<file path="config.mk">
export PLATFORM = sky130hd
export DESIGN_NAME = multiprecision_chunk_adder
export DESIGN_NICKNAME = d
export VERILOG_FILES = /design/src/rtl/chunk_adder_pkg.sv /design/src/rtl/chunk_adder.sv /design/src/rtl/multiprecision_chunk_adder.sv
export SDC_FILE = /design/constraint.sdc
export NUM_CORES = 1
export LEC_CHECK = 0
export CAP_MARGIN = 25
export CORE_ASPECT_RATIO = 1.5
export CORE_UTILIZATION = 55
export CTS_BUF_LIST = sky130_fd_sc_hd__clkbuf_2 sky130_fd_sc_hd__clkbuf_4 sky130_fd_sc_hd__clkbuf_8
export DETAILED_ROUTE_END_ITERATION = 7
export PLACE_DENSITY = 0.87
export SLEW_MARGIN = 40
export SYNTH_ARGS = -nofsm -noshare
export SYNTH_HDL_FRONTEND = slang
export SYNTH_HIERARCHICAL = 1
export SYNTH_SLANG_ARGS = --single-unit
export TNS_END_PERCENT = 50
</file>
<file path="constraint.sdc">
create_clock -name clk -period 6.48 [get_ports clk]
set_input_delay 0.972 -clock clk [delete_from_list [all_inputs] [get_ports clk]]
set_output_delay 0.972 -clock clk [all_outputs]
set_load 0.05 [all_outputs]
</file>
<file path="src/rtl/chunk_adder_pkg.sv">
// Shared definitions for the multi-cycle wide adder: FSM encoding and sizing helpers.
// Latency: n/a (types and constant functions only).
// Backpressure: n/a.
package chunk_adder_pkg;

    typedef enum logic [1:0] {
        IDLE = 2'd0,
        RUN  = 2'd1,
        DONE = 2'd2
    } state_t;

    // Number of CHUNK-wide slices that make up a WIDTH-wide operand.
    function automatic int num_chunks(input int width, input int chunk);
        return width / chunk;
    endfunction

    // Slice-index counter width; never narrower than one bit so a
    // single-slice configuration still has a legal counter.
    function automatic int idx_width(input int n);
        return (n > 1) ? $clog2(n) : 1;
    endfunction

endpackage

</file>
<file path="src/rtl/chunk_adder.sv">
// Combinational CHUNK-bit Kogge-Stone adder with carry-in and carry-out.
// Latency: zero cycles (pure combinational).
// Backpressure: none; outputs follow the inputs.
//
// Ports:
//   a, b  - CHUNK-bit addends
//   cin   - carry into bit 0
//   sum   - a + b + cin, low CHUNK bits
//   cout  - carry out of bit CHUNK-1
module chunk_adder
    import chunk_adder_pkg::*;
#(
    parameter int CHUNK = 8
) (
    input  logic [CHUNK-1:0] a,
    input  logic [CHUNK-1:0] b,
    input  logic             cin,
    output logic [CHUNK-1:0] sum,
    output logic             cout
);

    localparam int LEVELS = (CHUNK > 1) ? $clog2(CHUNK) : 0;

    logic [CHUNK-1:0] prop;
    logic [CHUNK-1:0] gen_pfx;
    logic [CHUNK-1:0] prop_pfx;
    logic [CHUNK-1:0] carry_vec;

    always_comb begin
        prop     = a ^ b;
        gen_pfx  = a & b;
        // Fold the carry-in into bit 0's generate so every prefix group
        // already accounts for it; gen_pfx[i] then is the carry into bit i+1.
        gen_pfx[0] = gen_pfx[0] | (prop[0] & cin);
        prop_pfx = prop;

        // In-place prefix levels. Walking i downwards means gen_pfx[i-d] and
        // prop_pfx[i-d] still hold the previous level's values when read.
        for (int l = 0; l < LEVELS; l++) begin
            for (int i = CHUNK - 1; i >= (1 << l); i--) begin
                gen_pfx[i]  = gen_pfx[i] | (prop_pfx[i] & gen_pfx[i - (1 << l)]);
                prop_pfx[i] = prop_pfx[i] & prop_pfx[i - (1 << l)];
            end
        end

        carry_vec    = gen_pfx << 1;
        carry_vec[0] = cin;
        sum          = prop ^ carry_vec;
        cout         = gen_pfx[CHUNK-1];
    end

endmodule

</file>
<file path="src/rtl/multiprecision_chunk_adder.sv">
// Sequential WIDTH-bit adder: one CHUNK-bit slice per cycle, carry rippled through a register.
// Latency: NUM_CHUNKS cycles from accept edge to out_valid; one op per NUM_CHUNKS+2 cycles.
// Backpressure: result held stable in DONE until out_ready; no new operands accepted until then.
//
// Ports:
//   clk, rst              - rising-edge clock, synchronous active-high reset
//   in_valid/in_ready     - operand handshake (in_ready only in IDLE and not in reset)
//   in_a, in_b, in_cin    - operands and carry into bit 0, sampled on accept only
//   out_valid/out_ready   - result handshake
//   out_sum, out_cout     - a + b + cin (low WIDTH bits) and carry out of bit WIDTH-1
//   busy                  - high whenever an operation is in flight or waiting to drain
module multiprecision_chunk_adder
    import chunk_adder_pkg::*;
#(
    parameter int WIDTH = 32,
    parameter int CHUNK = 8
) (
    input  logic             clk,
    input  logic             rst,
    input  logic             in_valid,
    output logic             in_ready,
    input  logic [WIDTH-1:0] in_a,
    input  logic [WIDTH-1:0] in_b,
    input  logic             in_cin,
    output logic             out_valid,
    input  logic             out_ready,
    output logic [WIDTH-1:0] out_sum,
    output logic             out_cout,
    output logic             busy
);

    localparam int NUM_CHUNKS = num_chunks(WIDTH, CHUNK);
    localparam int IDX_W      = idx_width(NUM_CHUNKS);
    localparam logic [IDX_W-1:0] LAST_IDX = IDX_W'(NUM_CHUNKS - 1);

    if ((CHUNK < 1) || (WIDTH < CHUNK) || ((WIDTH % CHUNK) != 0)) begin : g_bad_params
        $error("multiprecision_chunk_adder: WIDTH (%0d) must be a positive multiple of CHUNK (%0d)",
               WIDTH, CHUNK);
    end

    state_t            state;
    state_t            state_nxt;
    logic [IDX_W-1:0]  idx;
    logic              carry;
    logic [WIDTH-1:0]  a_reg;
    logic [WIDTH-1:0]  b_reg;
    logic [WIDTH-1:0]  sum_reg;
    logic              cout_reg;

    logic [CHUNK-1:0]  a_chunk;
    logic [CHUNK-1:0]  b_chunk;
    logic [CHUNK-1:0]  chunk_sum;
    logic              chunk_cout;
    logic              last_chunk;

    // Current slice selected by shifting rather than a variable part-select,
    // so the single-slice configuration has no out-of-range index.
    assign a_chunk    = CHUNK'(a_reg >> (int'(idx) * CHUNK));
    assign b_chunk    = CHUNK'(b_reg >> (int'(idx) * CHUNK));
    assign last_chunk = (idx == LAST_IDX);

    chunk_adder #(
        .CHUNK (CHUNK)
    ) u_chunk_adder (
        .a    (a_chunk),
        .b    (b_chunk),
        .cin  (carry),
        .sum  (chunk_sum),
        .cout (chunk_cout)
    );

    always_ff @(posedge clk) begin
        if (rst) begin
            state <= IDLE;
        end else begin
            state <= state_nxt;
        end
    end

    always_comb begin
        state_nxt = state;
        case (state)
            IDLE:    if (in_valid)   state_nxt = RUN;
            RUN:     if (last_chunk) state_nxt = DONE;
            DONE:    if (out_ready)  state_nxt = IDLE;
            default: state_nxt = IDLE;
        endcase
    end

    always_ff @(posedge clk) begin
        if (rst) begin
            idx      <= '0;
            carry    <= 1'b0;
            a_reg    <= '0;
            b_reg    <= '0;
            sum_reg  <= '0;
            cout_reg <= 1'b0;
        end else begin
            case (state)
                IDLE: begin
                    if (in_valid) begin
                        a_reg <= in_a;
                        b_reg <= in_b;
                        carry <= in_cin;
                        idx   <= '0;
                    end
                end
                RUN: begin
                    carry <= chunk_cout;
                    for (int k = 0; k < NUM_CHUNKS; k++) begin
                        if (idx == IDX_W'(k)) begin
                            sum_reg[k*CHUNK +: CHUNK] <= chunk_sum;
                        end
                    end
                    if (last_chunk) begin
                        cout_reg <= chunk_cout;
                    end else begin
                        idx <= idx + IDX_W'(1);
                    end
                end
                default: ;
            endcase
        end
    end

    // sum_reg is only written in RUN, so it cannot change while out_valid is high.
    assign in_ready  = (state == IDLE) && !rst;
    assign out_valid = (state == DONE);
    assign out_sum   = sum_reg;
    assign out_cout  = cout_reg;
    assign busy      = (state != IDLE);

endmodule

</file>
# After elaboration in Yosys (flattened, before gate mapping)
# Cells that the tools add are included.
# totals
register_bits,102
out_inout_bits,36
# op_classes
add_sub_neg,1
eq_ne,9
shifts,2
mux,9
bitwise_logic,49
reduce_logical,14
# op_table
cell,n
32-bit by 5-bit >> shifter with 8-bit output,2
1-bit bitwise AND,28
1-bit OR,18
8-bit bitwise XOR,2
2-bit AND reduction,6
2-bit 2-to-1 mux,5
8-bit bitwise AND,1
"2-bit equality test, second input constant",3
"2-bit != test, second input constant",3
2-bit case mux with 3 select lines,1
3-bit AND reduction,2
"2-bit by 1-bit equality test with 1-bit output, second input constant",2
2-bit logical NOT,2
2-bit case mux with 2 select lines,1
2-bit nonzero test,2
"2-bit by 1-bit adder with 2-bit output, second input constant",1
"2-bit by 1-bit != test with 1-bit output, second input constant",1
1-bit case mux with 2 select lines,1
1-bit logical AND,1
1-bit logical NOT,1
1-bit 2-to-1 mux,1

# Longest topological paths before layout
# depth
depth_word,11
mapped_depth,13
mapped_depth_nobuf,11

# Cells and area by module
# Netlist, hierarchy kept.
# by_module_without_submodules
mod,instances,cells_each,area_per_inst_um2,seq_area_each_um2
multiprecision_chunk_adder,1,480,4095.2,2042.0
chunk_adder,1,41,336.6,0.0

# Worst setup path after synthesis
# No wires, ideal clock.
# synth_path
path_type,register to register
startpoint,register idx[0]
endpoint,register sum_reg[14] (netlist: out_sum[14])
setup_ns,0.070
arrival_time_ns,2.974
path_slack_ns,3.435
path_stages_with_launch,14
synth_period_minus_slack_ns,3.045
cell_sequence,dfxtp_1 buf_4 buf_2 mux4_2 fa_1 inv_1 fa_1 nor2b_4 o21ai_2 a21oi_2 a211oi_2 xnor2_1 nand3_1 a21oi_1
# synth_via
elab_chain_len,9
word_cells_on_any_way,22
classes_between,1 x eq/ne; 2 x shift; 18 x bitwise; 1 x reduce/logical
# synth_rtl
item,line_no,source
from (decl),multiprecision_chunk_adder.sv:43,logic [IDX_W-1:0] idx;
from (signal assigned),multiprecision_chunk_adder.sv:118,idx <= idx + IDX_W'(1);
32-bit by 5-bit >> shifter with 8-bit output *,multiprecision_chunk_adder.sv:59,assign b_chunk = CHUNK'(b_reg >> (int'(idx) * CHUNK));
net b_chunk[0],multiprecision_chunk_adder.sv:51,logic [CHUNK-1:0] b_chunk;
8-bit bitwise XOR,chunk_adder.sv:30,prop = a ^ b;
1-bit bitwise AND,chunk_adder.sv:34,gen_pfx[0] = gen_pfx[0] | (prop[0] & cin);
1-bit OR *,chunk_adder.sv:34,
1-bit bitwise AND *,chunk_adder.sv:41,gen_pfx[i] = gen_pfx[i] | (prop_pfx[i] & gen_pfx[i - (1 << l)]);
1-bit OR *,chunk_adder.sv:41,
1-bit bitwise AND *,chunk_adder.sv:41,
1-bit OR *,chunk_adder.sv:41,
8-bit bitwise XOR *,chunk_adder.sv:48,sum = prop ^ carry_vec;
net chunk_sum[6],multiprecision_chunk_adder.sv:52,logic [CHUNK-1:0] chunk_sum;
"to (signal, indexed assignment)",multiprecision_chunk_adder.sv:112,sum_reg[k*CHUNK +: CHUNK] <= chunk_sum;
to (decl),multiprecision_chunk_adder.sv:47,logic [WIDTH-1:0] sum_reg;
# Mark *: on every way through the listed nets, which the timed path passes. The rest lies on a longest branch.
# A chain may end at the register's enable or synchronous reset.

# Final worst setup path
# layout_path
startpoint,input rst
endpoint,output in_ready
# layout_via
elab_chain_len,2
# layout_rtl
item,line_no,source
from (decl),multiprecision_chunk_adder.sv:19,"input logic rst,"
1-bit logical NOT,multiprecision_chunk_adder.sv:127,assign in_ready = (state == IDLE) && !rst;
1-bit logical AND,multiprecision_chunk_adder.sv:127,
to (decl),multiprecision_chunk_adder.sv:21,"output logic in_ready,"
# Every way passes these cells.

==> flow_summary_export.csv <==
group,metric,value,unit
die,die_w,75.3,µm
clock_tree,post_cts_buffers,0,
synth,synthMostInstantiatedCell,"sky130_fd_sc_hd__nand2_1",
power_and_ir_drop,comb_power_share,17.6,%
timing,finalSetupTns,0,ns
finish,total_area_of_multi_input_combinational_cells,2160,µm²
die,core,7710,µm²
die,vert_die_dim,112,µm
critical_path,worst-path-max-fanout,103,
timing,fmax,291,MHz
clock_tree,clk_pin_slew,0.10,ns
clock_tree,cts_tree,"built",
min_path,worst_hold_path_type,"register to register",
synth,largest_cells_by_area_after_synthesis,"sky130_fd_sc_hd__dfxtp_1 (46%), sky130_fd_sc_hd__nand2_1 (14%), sky130_fd_sc_hd__a21oi_1 (12%)",
timing,setup_clock_skew_after_layout,0.0125,ns
critical_path,timing.setup.critical_path_class,"input port to primary output",
finish,layout-drive-gt1-share,7.74,%
drt,routed_via_density,5.49,
global_route,antenna_violations_before_repair,0,
power_and_ir_drop,p_switching,0.381,mW
finish,layout.nets,685,
clock_tree,postCtsResizedCells,0,
drt,routed-via-count,3889,
critical_path,timing.critical_path.to_type,"primary output",
synth,synthesis.area_per_instance,8.51,µm²
synth,async_flop_share,0,%
synth,netlist_area,4430,µm²
clock_tree,tritoncts.num_buffers,9,
timing,period_needed,3.43,ns
power_and_ir_drop,power.ir.vdd_worst,0.243,mV
global_route,first_pass_grt_wire_length,16900,µm
synth,syn_inst,521,
die,top_level_ports,105,
critical_path,critical_path.startpoint_type,"input port",
synth,synth-seq-cells,102,
outcome,run_status,"complete, no violations",
critical_path,req_time_crit_path,5.51,ns
power_and_ir_drop,clock_power_share,31.3,%
clock_tree,holdBufCountCts,0,
drt,drtAntennaViolNets,0,
drt,post_drt_wl_per_cell,14.5,µm
synth,ys_warns,6,
timing,layout_worst_path_cycle_share,53.0,%
timing,slew_violations,0,
timing,hold-worst-slack,0.458,ns
power_and_ir_drop,part_of_the_power_in_registers,51.1,%
finish,finalInstanceArea,5650,µm²
drt,drt_total_wl,10300,µm
placement,placed_area,5440,µm²
drt,drt_first_pass_iters,5,
synth,synth_area_leader_cell,"sky130_fd_sc_hd__dfxtp_1",
finish,fillCellCount,616,
timing,final.setup.worst_slack,3.05,ns
finish,sequential_area,2040,µm²
drt,drc,0,
placement,place_worst_setup_slack,3.07,ns
die,initial_utilization,57.5,%
placement,dpl.hpwl,7450,µm
clock_tree,cts.htree.levels,3,
synth,synthTopCellsByCount,"sky130_fd_sc_hd__nand2_1 (163), sky130_fd_sc_hd__a21oi_1 (104), sky130_fd_sc_hd__dfxtp_1 (102)",
finish,insertedDiodeCount,0,
placement,numPortBuffers,104,
finish,stdcell_count,709,
critical_path,crit_arrival,2.46,ns
power_and_ir_drop,pwr_density_cell,235,nW/µm²
die,floorplan.die_area,8430,µm²
placement,gp_congestion,0.857,
power_and_ir_drop,intPower,0.945,mW
synth,synth_sequential_area_ratio,46.1,%
synth,synth_edf_count,0,
timing,max_slew_margin,51.5,%
global_route,overflow,0,
drt,drtIter0Drc,318,
finish,area_growth_syn_to_layout,27.4,%
synth,synth.distinct_cells,35,
power_and_ir_drop,p_leak,2.01,nW
power_and_ir_drop,sw_frac_of_total,28.7,%
synth,ys_dominant_reg_cell,"sky130_fd_sc_hd__dfxtp_1",
timing,setup_viol_count_final,0,
timing,hold_viol,0,
timing,rsz0062_at_grt,"false",
run,max-cap-violations,0,
global_route,grt_start_max_net_pins,104,
clock_tree,clk_root_buffer_cell,"sky130_fd_sc_hd__clkbuf_8",
placement,dp_cells,693,
synth,syn_nets,604,
die,placement_rows,39,
global_route,first_global_vias,3807,
clock_tree,cts-root-to-sink-buffers,2,
global_route,grt_use_total,26.2,%
clock_tree,clock_latency,0.38,ns
timing,worst-slew-pin-transition,0.726,ns
synth,top_cell_type_s_share_of_synthesized_area,46.1,%
clock_tree,sink_count,102,
==> worst max-delay path: stages <==
cell	delay [ns]
sky130_fd_sc_hd__buf_2	0.08
sky130_fd_sc_hd__buf_6	0.53
sky130_fd_sc_hd__nor2_1	0.10
sky130_fd_sc_hd__clkdlybuf4s50_1	0.72
==> power by group through the flow <==
stage                     clock (mW)  combinational, mW  sequential, mW
final                          0.415              0.233           0.677
after global routing           0.439              0.253           0.681
after CTS                      0.418              0.232           0.677
after detailed placement           0              0.231           0.691
after global placement             0              0.223           0.689
after floorplan                    0              0.139           0.700
==> cell usage in the layout (no fill, tap or decap), types with 2 or more instances in the layout <==
cell and instances:
sky130_fd_sc_hd__buf_4 4, sky130_fd_sc_hd__nand3_1 35, sky130_fd_sc_hd__nor2_1 4, sky130_fd_sc_hd__mux4_2 16, sky130_fd_sc_hd__inv_8 2, sky130_fd_sc_hd__ha_1 12
sky130_fd_sc_hd__inv_1 9, sky130_fd_sc_hd__nor2b_1 2, sky130_fd_sc_hd__nor2b_4 2, sky130_fd_sc_hd__clkdlybuf4s50_1 103, sky130_fd_sc_hd__xnor2_1 5, sky130_fd_sc_hd__or3_1 2
sky130_fd_sc_hd__a21oi_1 104, sky130_fd_sc_hd__clkbuf_8 9, sky130_fd_sc_hd__nand3b_1 6, sky130_fd_sc_hd__clkinvlp_4 2, sky130_fd_sc_hd__dfxtp_1 102, sky130_fd_sc_hd__or3b_2 2
sky130_fd_sc_hd__nand2_1 163, sky130_fd_sc_hd__fa_1 2, sky130_fd_sc_hd__nand2b_1 3
==> metal layers <==
metal	GRT usage [%]	routed length, µm	vias to the layer above
met4	14.2	427	0
met5	0	0	-
met1	28.6	3760	1786
met2	45.7	5580	154
li1	-	-	1914
met3	5.43	501	35
==> final timing paths <==
kind / from / end / slack [ns] / depth (start not counted)
worst max-delay path: rst / in_ready / 3.05 / 4
worst min-delay path: out_sum[15]$_SDFFE_PP0P_ / out_sum[15]$_SDFFE_PP0P_ / 0.46 / 2
worst max register to register: idx[0]$_SDFFE_PP0P_ / out_sum[30]$_SDFFE_PP0P_ / 3.11 / 12
worst min register to register: out_sum[15]$_SDFFE_PP0P_ / out_sum[15]$_SDFFE_PP0P_ / 0.46 / 2
==> through the flow <==
stage | utilization, % | total power, mW
floorplan | - | 0.839
global placement | 70.5 | 0.911
detailed placement | 70.6 | 0.923
CTS | 73.3 | 1.33
global route | 73.3 | 1.37
finish | 73.3 | 1.33
==> final cells by class <==
type / count / share of cell area, %
multi-input combinational: 371 / 38.3
clock inverter: 7 / 1.44
tap: 102 / 2.26
inverter: 9 / 0.598
clock buffer: 9 / 2.19
timing repair buffer: 109 / 19.1
sequential: 102 / 36.2
==> kinds of logic (layout without fill, tap and decap cells) <==
family          count (synthesis)  count (layout)  share of synthesized area (%)
buf+inv                        48             134                           5.45
compound gates                113             113                           13.4
mux                            16              16                           8.13
xor+xnor                        6               6                           1.19
simple gates                  222             222                           21.5
flops                         102             102                           46.1
fa+ha+maj                      14              14                           4.29
(Power assumes the default switching activity.)
